### src/rtl/matmul_result_drain_if.sv
// Result-BRAM read port and element stream bundle of the matmul result drain.
// The drain is the master: it drives the read request and the stream outputs.
interface matmul_result_drain_if #(
  parameter int DWIDTH  = 8,
  parameter int MAT_DIM = 4,
  parameter int AWIDTH  = 10
);
  logic                      bram_en;
  logic [AWIDTH-1:0]         bram_addr;
  logic [MAT_DIM*DWIDTH-1:0] bram_rdata;
  logic [DWIDTH-1:0]         m_data;
  logic                      m_valid;
  logic                      m_ready;
  logic                      m_last;

  modport master (
    output bram_en, bram_addr, m_data, m_valid, m_last,
    input  bram_rdata, m_ready
  );

  modport slave (
    input  bram_en, bram_addr, m_data, m_valid, m_last,
    output bram_rdata, m_ready
  );
endinterface

### src/rtl/matmul_result_drain.sv
// Drains the MAT_DIM x MAT_DIM result matrix row by row from the result BRAM
// and streams it element by element, then re-arms the multiplier via clear_done.
module matmul_result_drain #(
  parameter int DWIDTH    = 8,
  parameter int MAT_DIM   = 4,
  parameter int AWIDTH    = 10,
  parameter int BASE_ADDR = 0
) (
  input  logic                   clk,
  input  logic                   resetn,
  input  logic                   done_mat_mul,
  output logic                   clear_done,
  output logic                   busy,
  matmul_result_drain_if.master  bus
);

  localparam int CW = (MAT_DIM > 1) ? $clog2(MAT_DIM) : 1;
  localparam logic [CW-1:0] LAST_IDX = CW'(MAT_DIM - 1);

  typedef enum logic [2:0] {
    IDLE,
    READ,
    CAPTURE,
    STREAM,
    CLEAR
  } state_t;

  state_t                    state;
  state_t                    state_next;
  logic [CW-1:0]             row_cnt;
  logic [CW-1:0]             row_next;
  logic [CW-1:0]             col_cnt;
  logic [CW-1:0]             col_next;
  logic [MAT_DIM*DWIDTH-1:0] row_reg;
  logic [AWIDTH-1:0]         addr_reg;

  always_ff @(posedge clk) begin
    if (!resetn) begin
      state    <= IDLE;
      row_cnt  <= '0;
      col_cnt  <= '0;
      row_reg  <= '0;
      addr_reg <= '0;
    end else begin
      state   <= state_next;
      row_cnt <= row_next;
      col_cnt <= col_next;
      if (state == CAPTURE) begin
        row_reg <= bus.bram_rdata;
      end
      // The address is loaded on entry to READ so it holds outside READ.
      if (state_next == READ) begin
        addr_reg <= AWIDTH'(BASE_ADDR) + AWIDTH'(row_next);
      end
    end
  end

  always_comb begin
    state_next = state;
    row_next   = row_cnt;
    col_next   = col_cnt;
    case (state)
      IDLE: begin
        if (done_mat_mul) begin
          row_next   = '0;
          state_next = READ;
        end
      end
      READ: begin
        state_next = CAPTURE;
      end
      CAPTURE: begin
        col_next   = '0;
        state_next = STREAM;
      end
      STREAM: begin
        if (bus.m_ready) begin
          col_next = col_cnt + 1'b1;
          if (col_cnt == LAST_IDX) begin
            if (row_cnt == LAST_IDX) begin
              state_next = CLEAR;
            end else begin
              row_next   = row_cnt + 1'b1;
              state_next = READ;
            end
          end
        end
      end
      CLEAR: begin
        if (!done_mat_mul) begin
          state_next = IDLE;
        end
      end
      default: begin
        state_next = IDLE;
      end
    endcase
  end

  assign bus.bram_en   = (state == READ);
  assign bus.bram_addr = addr_reg;
  assign bus.m_valid   = (state == STREAM);
  assign bus.m_data    = (state == STREAM) ? row_reg[col_cnt*DWIDTH +: DWIDTH] : '0;
  assign bus.m_last    = (state == STREAM) && (row_cnt == LAST_IDX) && (col_cnt == LAST_IDX);
  assign clear_done    = (state == CLEAR);
  assign busy          = (state != IDLE);

endmodule

### src/flat_wrapper.sv
// flat-port wrapper written by rule: the top's interface ports become plain ports
module matmul_result_drain_flat 
#(
  parameter int DWIDTH    = 8,
  parameter int MAT_DIM   = 4,
  parameter int AWIDTH    = 10,
  parameter int BASE_ADDR = 0
)
  (clk, resetn, done_mat_mul, clear_done, busy, bus_bram_en, bus_bram_addr, bus_m_data, bus_m_valid, bus_m_last, bus_bram_rdata, bus_m_ready);
  matmul_result_drain_if #(.DWIDTH(DWIDTH), .MAT_DIM(MAT_DIM), .AWIDTH(AWIDTH)) bus_i ();
  input  logic clk;
  input  logic resetn;
  input  logic done_mat_mul;
  output logic clear_done;
  output logic busy;
  output wire logic [$bits(bus_i.bram_en)-1:0] bus_bram_en;
  output wire logic [$bits(bus_i.bram_addr)-1:0] bus_bram_addr;
  output wire logic [$bits(bus_i.m_data)-1:0] bus_m_data;
  output wire logic [$bits(bus_i.m_valid)-1:0] bus_m_valid;
  output wire logic [$bits(bus_i.m_last)-1:0] bus_m_last;
  input wire logic [$bits(bus_i.bram_rdata)-1:0] bus_bram_rdata;
  input wire logic [$bits(bus_i.m_ready)-1:0] bus_m_ready;
  assign bus_bram_en = bus_i.bram_en;
  assign bus_bram_addr = bus_i.bram_addr;
  assign bus_m_data = bus_i.m_data;
  assign bus_m_valid = bus_i.m_valid;
  assign bus_m_last = bus_i.m_last;
  assign bus_i.bram_rdata = bus_bram_rdata;
  assign bus_i.m_ready = bus_m_ready;
  matmul_result_drain #(.DWIDTH(DWIDTH), .MAT_DIM(MAT_DIM), .AWIDTH(AWIDTH), .BASE_ADDR(BASE_ADDR)) u_core (.clk(clk), .resetn(resetn), .done_mat_mul(done_mat_mul), .clear_done(clear_done), .busy(busy), .bus(bus_i));
endmodule
### config.mk
export PLATFORM = sky130hd
export DESIGN_NAME = matmul_result_drain_flat
export DESIGN_NICKNAME = d
export VERILOG_FILES = /design/src/rtl/matmul_result_drain_if.sv /design/src/rtl/matmul_result_drain.sv /design/src/flat_wrapper.sv
export SDC_FILE = /design/constraint.sdc
export NUM_CORES = 1
export LEC_CHECK = 0
export CORE_AREA = 2 2 84 86
export DETAILED_ROUTE_END_ITERATION = 7
export DIE_AREA = 0 0 86 88
export GPL_TIMING_DRIVEN = 0
export PLACE_DENSITY = 0.52
export SLEW_MARGIN = 20
export SYNTH_ARGS = -nofsm -noshare
export SYNTH_HDL_FRONTEND = slang
export SYNTH_SLANG_ARGS = --single-unit
### constraint.sdc
create_clock -name clk -period 4.09 [get_ports clk]
set_clock_uncertainty 0.1 [all_clocks]
set_input_delay 0.6135 -clock clk [delete_from_list [all_inputs] [get_ports clk]]
set_output_delay 0.6135 -clock clk [all_outputs]
set_load 0.02 [all_outputs]
======== Yosys cells after proc, flatten, opt, wreduce, memory -nomap -nowiden ========
Cells that the tools add are included.
storage, ports and cells
  logic and storage cells ................. 36
  output and inout bits ................... 23
  flip-flop bits (word level) ............. 41
  bits of input ports ..................... 36
operators by class
  add/subtract/negate cells ............... 2
  eq/ne operators ......................... 8
  reduce and logical (&&, ||, !) cells .... 6
  mux-type cells .......................... 14
  shifts and indexed selects .............. 1
operators by type and width
  operator               count
  $shiftx A32 B6 Y8      1
  $mux W3                5
  $pmux W3 S5            1
  $mux W2                5
  $mux W8                1
  $pmux W2 S2            2
  $eq A3 B1 Y1 const B   2
  $eq A3 B2 Y1 const B   2
  $add A2 B1 Y2 const B  2
  $eq A2 B2 Y1 const B   2
  $eq A3 B3 Y1 const B   1
  $logic_not A3 Y1       1
  $reduce_bool A3 Y1     1
  $logic_and A1 B1 Y1    2
  $ne A2 B1 Y1 const B   1
  $reduce_and A2 Y1      1
  $reduce_bool A2 Y1     1

======== Depth between registers and ports, before layout ========
  depth after elaboration ................. 6
  mapped depth ............................ 6
  mapped depth without buffers ............ 5

======== Least setup slack after synthesis ========
No wires, ideal clock.
  kind .................................... flip-flop to output port
  start point ............................. register u_core.col_cnt[0]
  end point ............................... output bus_m_data[0]
  data required time ...................... 3.377 ns
  slack ................................... 2.068 ns
  cell stages (with the launch flop) ...... 4
  path buffers ............................ 1
  arrival ................................. 1.309 ns
  cell sequence ........................... dfxtp_1 -> buf_2 -> mux4_2 -> nor2b_1
on the way
  longest elaborated chain between the ends .. 2
RTL lines
  item                    line                        text
  from (decl)             matmul_result_drain.sv:32   logic [CW-1:0] col_cnt;
  from (signal assigned)  matmul_result_drain.sv:47   col_cnt <= col_next;
  $shiftx A32 B6 Y8       matmul_result_drain.sv:103  assign bus.m_data = (state == STREAM) ? row_reg[col_cnt*DWIDTH +: DWIDTH] : '0;
  $mux W8                 matmul_result_drain.sv:103
  to (decl)               flat_wrapper.sv:18          output wire logic [$bits(bus_i.m_data)-1:0] bus_m_data;
No other way between the ends.

======== Worst setup path in the final report ========
  start point ............................. register u_core.col_cnt[0]
  end point ............................... output bus_m_data[6]
Same word-level chain as after synthesis.

==> metrics.md <==
| Metric | Value |
|---|---|
| Setup tns final | `0 ps` |
| LEAKAGE | `0.958 nW` |
| CP arrival | `2250 ps` |
| Post-layout util | `40.3%` |
| Initial drt markers | `62` |
| DRT Wirelength | `4810 um` |
| Area Growth Syn to Fin | `36.5%` |
| Max FFs per register | `32` |
| Grt met1 use | `18.2%` |
| Share of cells above drive strength 1 | `12.1%` |
| Gate Count Post-Synth | `224` |
| Initial Util | `29.5%` |
| Nets | `326` |
| Cell Rows | `30` |
| Post-CTS Repair Setup Buffers | `0` |
| Drt pass-1 iters | `4` |
| Hold Worst Slack | `357 ps` |
| Pwr dens | `314 mW/mm^2` |
| Area leader, netlist | `dfxtp_1` |
| DPL Wire Length | `3550 um` |
| Clk root buf | `clkbuf_8` |
| Distinct cells, synth | `32` |
| Via count | `1628` |
| FFs w/ async S/R, synth | `0%` |
| CTS Sinks | `41` |
| Area of the multi-input gates | `0.00103 mm^2` |
| # Max-Cap Violations | `0` |
| DR WL/cell | `13.0 um` |
| Area of the core | `0.00664 mm^2` |
| Vias in the first global route | `1582` |
| Antenna diodes | `0` |
| RSZ-0062 raised after global routing | `false` |
| Global routing usage on met3 | `3.86%` |
| Yosys Warn Count | `0` |
| Area contributors post-synth | `dfxtp_1 (42%), nand2_1 (14%), a21boi_0 (11%)` |
| GP Congestion | `0.731` |
| Routed Antenna Nets | `0` |
| First-pass GRT wire length | `7800 um` |
| Register bit total from synthesis | `41` |
| Initial antenna violation count | `0` |
| Vias per Instance | `4.41` |
| Max stage delay on crit path | `570 ps` |
| Setup Slack @ Placement | `1450 ps` |
| EDFF count, synth | `0` |
| I/O pins | `59` |
| Netlist Area Pre-Place | `0.00196 mm^2` |
| Slew Limit Fails | `0` |
| Req. time, crit path | `3380 ps` |
| Worst-path clk slew | `90 ps` |
| CP Capture Type | `output pin` |
| Die Height | `88 um` |
| Fmax | `338 MHz` |
| Hold Buf Count CTS | `0` |
| Status | `complete, no violations` |
| CP Cell Sequence | `buf_2 -> mux4_2 -> nor2b_1 -> clkdlybuf4s50_1` |
| CTS tree | `built` |
| Sequential share of the synthesized area | `41.8%` |
| Worst hold path type | `flop to flop` |
| Final cell count without fillers | `369` |
| Total die area | `0.00757 mm^2` |
| Clk_lat worst skew | `300 ps` |
| Min Tclk post-route | `2960 ps` |
| IO buf count | `50` |
| Largest net degree at the start of global routing | `15` |
| Final period util | `72.4%` |
| Drc violations | `0` |
| Post-synth top cells | `nand2_1 (71), dfxtp_1 (41), a21boi_0 (30), nor2b_1 (10)` |
| Final WS setup | `1130 ps` |
| Post-cts resize count | `0` |
| Setup crit start kind | `flop` |
| CP Class | `flop to output pin` |
| Die width | `86 um` |
| Maximum vdd drop | `119 uV` |
| GRT busiest layer | `met2` |
| CTS H-Tree Depth | `2` |
| Max transition margin | `63.0%` |
| Placed insts | `361` |
| # setup viols final | `0` |
| Clock Path Buffers | `2` |
| Gr ovfl total | `0` |
| Syn Area/Cell | `8.76 um^2` |
| Slew @ Worst Pin | `555 ps` |
| Register area | `821 um^2` |
| TritonCTS Buffers | `5` |
| All-Layer GR Usage | `13.7%` |
| Fin. Hold Viols | `0` |
| Top-count cell post-synth | `nand2_1` |
| Yosys top cell area share | `41.8%` |
| Worst Path Max Fanout | `10` |
| Final-layout fill cell count | `681` |
| Met2 Resource Use GR | `20.9%` |
| Prevailing post-synth register cell | `dfxtp_1` |
| CP max stage cell | `clkdlybuf4s50_1` |
## worst max-delay path, delay by kind of cell (launching register included)
kind | cells | cell delay (ps)
buffers and inverters | 2 | 890
muxes | 1 | 530
DFF | 1 | 360
and+or+nand+nor | 1 | 160
## final cells by class
class                      instances  area share (%)
multi-input combinational        164            38.3
inverter                           4           0.560
clock inverter                     3           0.794
tap                               80            3.74
clock buffer                       5            2.57
timing repair buffer              50            18.7
buffer                            22            4.67
sequential                        41            30.6
## path summary, 6_finish.rpt
path                                                     start                                   end  slack [ps]  cells after the start
worst max register to register  u_core.col_cnt[0]$_SDFFE_PN0P_  u_core.bus.bram_addr[0]$_SDFFE_PN0N_        2410                      5
worst min-delay path            u_core.row_reg[1]$_SDFFE_PN0P_        u_core.row_reg[1]$_SDFFE_PN0P_         360                      2
worst max-delay path            u_core.col_cnt[0]$_SDFFE_PN0P_                         bus_m_data[6]        1130                      4
worst min register to register  u_core.row_reg[1]$_SDFFE_PN0P_        u_core.row_reg[1]$_SDFFE_PN0P_         360                      2
## routing by layer
layer  vias to the layer above  share of wire (%)
met2                        41                 45
met1                       720                 47
met3                         8                6.2
met4                         0                1.9
met5                         -                  0
li1                        859                  -
## stage by stage
step | instance area (um^2) | power [mW]
2_1_floorplan | 1990 | 0.513
3_3_place_gp | 2590 | 0.574
3_5_place_dp | 2590 | 0.575
4_1_cts | 2680 | 0.851
5_1_grt | 2680 | 0.887
6_report | 2680 | 0.841
## layout by cell type, fill, tap and decap left out
cell type / n
nand2_1: 71
clkdlybuf4s50_1: 50
dfxtp_1: 41
a21boi_0: 30
nor2b_1: 10
clkbuf_1: 8
mux4_2: 8
buf_4: 8
conb_1: 8
nor3_1: 5
clkbuf_8: 5
inv_1: 4
buf_2: 4
nor2_1: 3
and2_1: 3
o21ai_0: 3
a21oi_1: 3
a21boi_1: 3
nand2b_1: 2
nand4_1: 2
ha_1: 2
buf_6: 1
nand3b_1: 1
buf_1: 1
nand3_1: 1
or3b_4: 1
o21ai_2: 1
o21ba_4: 1
o22ai_1: 1
and4_2: 1
mux2_4: 1
nor4_1: 1
nor3b_1: 1
mux2_2: 1
clkinv_2: 1
clkinvlp_4: 1
inv_6: 1
## cells by family after synthesis
family          Yosys count  synth area share, %
compound gates           42                 15.8
fa+ha+maj                 2                 1.28
buf+inv                  26                 7.14
flops                    41                 41.8
mux                      10                 10.5
other cells               1                0.191
simple gates            102                 23.3
## power by group
group	leakage (nW)	switching [mW]	internal, mW	total (mW)
clock	0.0445	0.157	0.121	0.278
sequential	0.333	0.0115	0.418	0.429
combinational	0.580	0.0626	0.0718	0.134
Power figures use the tool's default switching activity.
